===== config.mk =====
export PLATFORM = sky130hd
export DESIGN_NAME = life_scan_ctrl
export DESIGN_NICKNAME = d
export VERILOG_FILES = /design/src/rtl/life_scan_ctrl.sv
export SDC_FILE = /design/constraint.sdc
export NUM_CORES = 1
export LEC_CHECK = 0
export CAP_MARGIN = 20
export CORE_AREA = 4 4 70 72
export CTS_CLUSTER_DIAMETER = 120
export CTS_CLUSTER_SIZE = 10
export DETAILED_ROUTE_END_ITERATION = 8
export DIE_AREA = 0 0 74 76
export HOLD_SLACK_MARGIN = 0.12
export PLACE_DENSITY = 0.71
export SKIP_LAST_GASP = 1
export SYNTH_ARGS = -nofsm -noshare
export SYNTH_HDL_FRONTEND = slang
export SYNTH_SLANG_ARGS = --single-unit

===== constraint.sdc =====
create_clock -name clk -period 2.9 [get_ports clk]
set_input_delay 0.29 -clock clk [delete_from_list [all_inputs] [get_ports clk]]
set_output_delay 0.29 -clock clk [all_outputs]
set_load 0.01 [all_outputs]

===== src/rtl/life_scan_ctrl.sv =====
// Scan/generation scheduler for a LED life matrix: scans cell positions with a
// dwell time per position, and hands memory to the generation engine between frames.
module life_scan_ctrl #(
    parameter int unsigned X      = 8,
    parameter int unsigned Y      = 8,
    parameter int unsigned LOG2X  = 3,
    parameter int unsigned LOG2Y  = 3,
    parameter int unsigned DWELL  = 16,
    parameter int unsigned FRAMES = 4
) (
    input  logic                   clk,
    input  logic                   reset,
    input  logic                   enable,
    input  logic                   run,
    input  logic                   step,
    input  logic                   gen_ack,
    output logic [LOG2X+LOG2Y-1:0] cnt,
    output logic                   blank,
    output logic                   frame_done,
    output logic                   gen_req,
    output logic                   busy,
    output logic [15:0]            gen_count
);

    localparam int unsigned CW    = LOG2X + LOG2Y;
    localparam int unsigned DW    = (DWELL > 1) ? $clog2(DWELL) : 1;
    localparam int unsigned FW    = 8;
    localparam int unsigned CELLS = X * Y;

    typedef enum logic [1:0] {
        IDLE = 2'd0,
        SCAN = 2'd1,
        GEN  = 2'd2
    } state_t;

    state_t          state_q, state_d;
    logic [CW-1:0]   cnt_q, cnt_d;
    logic [DW-1:0]   dwell_q, dwell_d;
    logic [FW-1:0]   frame_q, frame_d;
    logic            pend_q, pend_d;
    logic            fd_q, fd_d;
    logic            blank_q, blank_d;
    logic            req_q, req_d;
    logic [15:0]     gcnt_q, gcnt_d;

    // State and registered outputs
    always_ff @(posedge clk) begin
        if (!reset) begin
            state_q <= IDLE;
            cnt_q   <= '0;
            dwell_q <= '0;
            frame_q <= '0;
            pend_q  <= 1'b0;
            fd_q    <= 1'b0;
            blank_q <= 1'b1;
            req_q   <= 1'b0;
            gcnt_q  <= '0;
        end else begin
            state_q <= state_d;
            cnt_q   <= cnt_d;
            dwell_q <= dwell_d;
            frame_q <= frame_d;
            pend_q  <= pend_d;
            fd_q    <= fd_d;
            blank_q <= blank_d;
            req_q   <= req_d;
            gcnt_q  <= gcnt_d;
        end
    end

    // Next-state, counters and output decode
    always_comb begin
        state_d = state_q;
        cnt_d   = cnt_q;
        dwell_d = dwell_q;
        frame_d = frame_q;
        pend_d  = pend_q | step;
        fd_d    = 1'b0;
        gcnt_d  = gcnt_q;

        case (state_q)
            IDLE: begin
                cnt_d   = '0;
                dwell_d = '0;
                frame_d = '0;
                if (enable) state_d = SCAN;
            end
            SCAN: begin
                if (!enable) begin
                    state_d = IDLE;
                    cnt_d   = '0;
                    dwell_d = '0;
                    frame_d = '0;
                end else if (dwell_q == DW'(DWELL - 1)) begin
                    dwell_d = '0;
                    cnt_d   = cnt_q + CW'(1);
                    if (cnt_q == CW'(CELLS - 1)) begin
                        cnt_d = '0;
                        fd_d  = 1'b1;
                        // Without a pending request the frame count parks at its last value
                        if (frame_q == FW'(FRAMES - 1)) begin
                            if (run || pend_q) begin
                                frame_d = '0;
                                state_d = GEN;
                            end
                        end else begin
                            frame_d = frame_q + FW'(1);
                        end
                    end
                end else begin
                    dwell_d = dwell_q + DW'(1);
                end
            end
            GEN: begin
                cnt_d   = '0;
                dwell_d = '0;
                if (gen_ack) begin
                    gcnt_d = gcnt_q + 16'd1;
                    if (enable) begin
                        state_d = SCAN;
                        pend_d  = step;
                    end else begin
                        state_d = IDLE;
                    end
                end
            end
            default: begin
                state_d = IDLE;
                cnt_d   = '0;
                dwell_d = '0;
                frame_d = '0;
            end
        endcase

        // Both derive from the same next state, so memory ownership stays exclusive
        blank_d = (state_d != SCAN);
        req_d   = (state_d == GEN);
    end

    assign cnt        = cnt_q;
    assign blank      = blank_q;
    assign frame_done = fd_q;
    assign gen_req    = req_q;
    assign busy       = req_q;
    assign gen_count  = gcnt_q;

endmodule


==> results of run 1 <==
[metrics by stage]
step                      cell area (µm²)  hold slack (ns)   power, W
after floorplan                      1854           0.3900  0.0005854
after global placement               2207           0.4422  0.0006013
after detailed placement             2207           0.4508  0.0006015
after CTS                            2333           0.4618   0.001098
after global routing                 2333           0.4795   0.001123
final                                2333           0.4567   0.001080
[cell usage after synthesis, types with 2 or more instances]
cell type  instances  share of area (%)
dfxtp_1           40                 43
nor2_1            21                4.3
nand2_1           17                3.4
nand3_1           14                3.8
xnor2_1           14                6.6
and2_1            11                3.7
xor2_1            10                4.7
nand4_1            8                2.7
nor3_1             8                2.2
a21oi_1            5                1.3
nor2b_1            5                1.7
or2_2              5                1.7
ha_1               4                2.7
a21boi_0           3                1.2
and3_1             3                1.0
clkbuf_1           3               0.61
o21ai_0            3               0.81
or3_1              3                1.0
and4_1             2               0.94
nand3b_1           2               0.81
nor4_1             2               0.67
o31ai_1            2               0.81
[critical path, stage by stage, from the launching register on]
cell and delay [ns]:
dfxtp_1 0.35, ha_1 0.21, and3_1 0.41, a31oi_4 0.17, or3_4 0.37, or4_4 0.52, a21oi_2 0.13
[state kept, by name, indices dropped and copies added, names as in the netlist]
signal      flops
gen_count      16
frame_q         8
cnt             6
dwell_q         4
state_q         2
blank           1
busy            1
frame_done      1
pend_q          1
[report_power, final]
| group | switching (W) | internal (W) |
|---|---|---|
| clock | 0.000188 | 0.000304 |
| sequential | 0.00000311 | 0.000552 |
| combinational | 0.0000163 | 0.0000167 |
| total | 0.000207 | 0.000872 |
[layout make-up]
| class | instances | area [µm²] |
|---|---|---|
| clock buffer | 7 | 96.34 |
| clock inverter | 1 | 30.03 |
| fill | 403 | 1961 |
| inverter | 1 | 3.754 |
| multi-input combinational | 158 | 1020 |
| sequential | 40 | 800.8 |
| tap | 52 | 65.06 |
| timing repair buffer | 32 | 317.8 |
[metal layers]
metal,up-vias,share of wire (%)
li1,778,-
met1,683,50
met2,21,45
met3,5,3.5
met4,0,1.9
met5,-,0
[worst min-delay path by stage]
| stage | from | to | slack (ns) |
|---|---|---|---|
| finish | dwell_q[0]$_SDFF_PP0_ | dwell_q[0]$_SDFF_PP0_ | 0.46 |
| global route | dwell_q[0]$_SDFF_PP0_ | dwell_q[0]$_SDFF_PP0_ | 0.48 |
| CTS | dwell_q[0]$_SDFF_PP0_ | dwell_q[0]$_SDFF_PP0_ | 0.46 |
| detailed placement | dwell_q[0]$_SDFF_PP0_ | dwell_q[0]$_SDFF_PP0_ | 0.45 |
| global placement | dwell_q[0]$_SDFF_PP0_ | dwell_q[0]$_SDFF_PP0_ | 0.44 |
| floorplan | enable | blank$_SDFF_PN1_ | 0.39 |
[logic make-up after synthesis]
| kind of cell | share of synthesized area (%) |
|---|---|
| AND/OR/NAND/NOR | 32.32 |
| flip-flops | 43.18 |
| XOR/XNOR | 11.34 |
| AO/OA/AOI/OAI | 8.097 |
| buffers and inverters | 1.822 |
| adder cells (fa/ha/maj) | 2.699 |
| multiplexers | 0.5398 |
==> flow_summary.yaml, run 1 <==
cells_and_area:
  final_cell_mix: "40 x dfxtp_1, 31 x clkdlybuf4s50_1, 21 x nor2_1"
  antenna_cells: 0
  layout.cells.non_filler: 291
  syn_to_final_growth_pct: 25.84
  layout-drive-gt1-share_pct: 8.787
  utilization_pct: 54.34
  final_net_count: 248
  layout_commonest_cell: "dfxtp_1"
timing:
  slew_viol_final: 0
  skew_ns: 0.003640
  tns_ns: 0
  setup_slack_ns: 0.6852
  fin_crit_ns: 2.215
  period_share_pct: 76.37
  setup-violations-final: 0
  max_freq_mhz: 451.5
  maxSlewHeadroom_pct: 64.73
  worst_slew_pin_slew_ns: 0.5243
  rsz0062_at_grt: "no"
  hold_violations: 0
placed_design:
  globalplace.congestion: 0.8071
  pre_cts_slack_ns: 0.6896
  dp.final_hpwl_um: 2576
  port_buffers: 31
  numPlacedInstances: 283
outcome:
  status: "completed"
global_routing:
  busiest_layer: "met2"
  grt_max_degree: 24
  grt_pass1_vias: 1431
  use_met3_pct: 3.958
  grt_overflow: 0
  gr-usage-all-layers_pct: 14.13
  grt_pass1_wl_um: 6313
  met1_usage_pct: 18.50
  antenna_found_initial: 0
  met2_usage_pct: 21.45
setup_path:
  crit_path_end: "frame_q[7]$_SDFFE_PN0P_"
  worstPathArrival_ns: 2.44
  cp-startpoint: "dwell_q[0]$_SDFF_PP0_"
  endpoint_kind: "flip-flop"
  reg2reg_depth: 6
  crit_type: "reg -> reg"
  cp.required_ns: 3.13
  crit_path_max_fanout: 9
  r2r-end: "frame_q[7]$_SDFFE_PN0P_"
  r2r-start: "dwell_q[0]$_SDFF_PP0_"
  crit_path_start_kind: "flip-flop"
  reg2reg_slack_ns: 0.69
yosys:
  synth.avg_cell_area_um2: 9.090
  synth_edf_count: 0
  synthFlopType: "dfxtp_1"
  ys_ff_latch: 40
  syn_area_um2: 1854
  yosysUniqueCellTypes: 41
  yosys_warnings: 0
  syn-num-nets: 214
  ys_seq_area_share_pct: 43.18
  ys_async_sr_fraction_pct: 0
  synth_cells: 204
detailed_routing:
  wl_per_cell_um: 12.12
  final_antenna_net_count: 0
  routed_wl_um: 3528
  drc: 0
  firstDrtPassIters: 4
  via_count: 1487
  drt_iter0_drc: 143
  via_per_inst: 5.110
die:
  dieArea_um2: 5624
  die_w_um: 74
  dieHeight_um: 76
  initial_utilization_pct: 43.18
  io_pins: 32
  core_um2: 4294
  fp-row-count: 24
hold_path:
  hold_path.class: "reg -> reg"
  min_path_cells: 1
clock_network:
  cts_resized: 0
  cts-root-buf: "clkbuf_8"
  htree_levels: 2
  hold_buffers: 0
  cts_buffer_depth: 2
  cts_buffers: 5
  post_cts_buffers: 0
  cts.sinks: 40
  cts.clk_slew.worst_paths_ns: 0.07
  clk_latency_ns: 0.29
  cts_tree: "yes"
power:
  p_leak_nw: 0.8102
  ir_worst_vdd_mv: 0.1593
  power_density_nw_per_um2: 462.7
flow_run:
  maxCapViolCount: 0
(Power assumes the default switching activity.)
==> run 2, diff against run 1 <==
Clock period 2.9 ns to 2.2 ns, I/O delays scaled along.
==> flow_summary.yaml, run 2 (synthesized netlist as in run 1, its figures left out) <==
timing:
  skew_ns: 0.004993
  worst_slew_pin_slew_ns: 0.3855
  max_freq_mhz: 472.4
  maxSlewHeadroom_pct: 74.25
  hold_violations: 0
  setup-violations-final: 0
  slew_viol_final: 0
  fin_crit_ns: 2.117
  setup_slack_ns: 0.08324
  period_share_pct: 96.22
  hold_ws_ns: 0.4649
cells_and_area:
  utilization_pct: 55.01
  n_fill_cell: 401
  antenna_cells: 0
  final_cell_mix: "39 x dfxtp_1, 31 x clkdlybuf4s50_1, 21 x nor2_1"
  layout-drive-gt1-share_pct: 11.84
  syn_to_final_growth_pct: 27.40
  final_net_count: 254
  layout_commonest_cell: "dfxtp_1"
  largest_register_ffs: 16
outcome:
  status: "completed"
global_routing:
  use_met3_pct: 3.958
  met1_usage_pct: 19.00
  gr-usage-all-layers_pct: 13.98
  met2_usage_pct: 20.92
  busiest_layer: "met2"
  grt_pass1_wl_um: 6320
  grt_pass1_vias: 1377
  grt_overflow: 0
  antenna_found_initial: 0
  grt_max_degree: 22
setup_path:
  reg2reg_depth: 6
  path_cells: "ha_2, or4b_4, or2_2, o31a_1, o21ai_4, nor2_1"
  endpoint_kind: "flip-flop"
  worstPathArrival_ns: 2.29
  crit_path_max_fanout: 8
  r2r-start: "frame_q[1]$_SDFFE_PN0P_"
  cp_slowest_cell: "or4b_4"
  crit_path_start_kind: "flip-flop"
  reg2reg_slack_ns: 0.08
  crit_type: "reg -> reg"
  cp.required_ns: 2.38
  r2r-end: "frame_q[0]$_SDFFE_PN0P_"
  critPathMaxStageDelay_ns: 0.49
die:
  core_um2: 4294
  die_w_um: 74
  dieArea_um2: 5624
  io_pins: 32
  dieHeight_um: 76
  fp-row-count: 24
  initial_utilization_pct: 43.18
detailed_routing:
  wl_per_cell_um: 12.22
  drt_iter0_drc: 137
  via_count: 1503
  via_per_inst: 5.061
  routed_wl_um: 3630
  final_antenna_net_count: 0
  drc: 0
  firstDrtPassIters: 4
flow_run:
  maxCapViolCount: 0
hold_path:
  holdPathEnd: "dwell_q[0]$_SDFF_PP0_"
  min_path_cells: 1
  hold_path.class: "reg -> reg"
  hold_start: "dwell_q[0]$_SDFF_PP0_"
power:
  ir_worst_vdd_mv: 0.2619
  power_density_nw_per_um2: 542.6
  p_leak_nw: 0.8228
placed_design:
  port_buffers: 31
  globalplace.congestion: 0.8628
  pre_cts_slack_ns: 0.07936
  dp.final_hpwl_um: 2646
clock_network:
  cts_tree: "yes"
  cts.sinks: 40
  clk_latency_ns: 0.29
  cts.clk_slew.worst_paths_ns: 0.08
  cts-root-buf: "clkbuf_8"
  htree_levels: 2
  cts_buffer_depth: 2
  cts_buffers: 5
run 2: power by group:
group / switching [W] / total, W / internal, W / leakage [nW]
Sequential: 0.00000386 / 0.000732 / 0.000728 / 0.324
Combinational: 0.0000231 / 0.0000471 / 0.0000240 / 0.455
Clock: 0.000248 / 0.000503 / 0.000255 / 0.0445
Total: 0.000275 / 0.00128 / 0.00101 / 0.823
run 2: area by class of cell:
cell class                 count  area [µm²]  area share (%)
clock buffer                   7       86.33           3.655
clock inverter                 1       7.507          0.3178
inverter                       1       3.754          0.1589
multi-input combinational    158        1035           43.80
sequential                    40       802.0           33.95
tap                           52       65.06           2.754
timing repair buffer          38       362.8           15.36
run 2: metrics by stage:
stage	power (W)	cells	setup TNS [ns]	area [µm²]
after floorplan	0.0007717	204	0	1854
after global placement	0.0007946	289	0	2252
after detailed placement	0.0007950	289	0	2252
after CTS	0.001300	297	0	2346
after global routing	0.001339	297	-0.007807	2362
final	0.001282	297	0	2362
run 2: critical path, delay by kind of cell, from the launching register on:
| family | cells | cell delay (ns) |
|---|---|---|
| adder cells (fa/ha/maj) | 1 | 0.20 |
| AND/OR/NAND/NOR | 3 | 0.89 |
| flip-flops | 1 | 0.37 |
| AO/OA/AOI/OAI | 2 | 0.56 |
run 2: per-layer routing:
| metal | wire length (µm) | vias to the layer above | share of wire [%] |
|---|---|---|---|
| met2 | 1702 | 23 | 47 |
| met3 | 132 | 5 | 3.6 |
| met1 | 1749 | 687 | 48 |
| met4 | 44 | 0 | 1.2 |
| met5 | 0 | - | 0 |
| li1 | - | 788 | - |
run 2: repair_timing:
item | CTS | global route
gates resized for setup | 0 | 4
hold buffers | 0 | 0
setup endpoints to repair | 0 | 9
buffers inserted | 0 | 0
run 2: worst max-delay path by stage:
stage / cells past startpoint / end / from
floorplan: 6 / frame_q[7]$_SDFFE_PN0P_ / cnt[0]$_SDFFE_PN0N_
global placement: 6 / frame_q[4]$_SDFFE_PN0P_ / frame_q[1]$_SDFFE_PN0P_
detailed placement: 6 / frame_q[2]$_SDFFE_PN0P_ / frame_q[1]$_SDFFE_PN0P_
CTS: 6 / frame_q[0]$_SDFFE_PN0P_ / frame_q[1]$_SDFFE_PN0P_
global route: 6 / frame_q[1]$_SDFFE_PN0P_ / frame_q[1]$_SDFFE_PN0P_
finish: 6 / frame_q[0]$_SDFFE_PN0P_ / frame_q[1]$_SDFFE_PN0P_
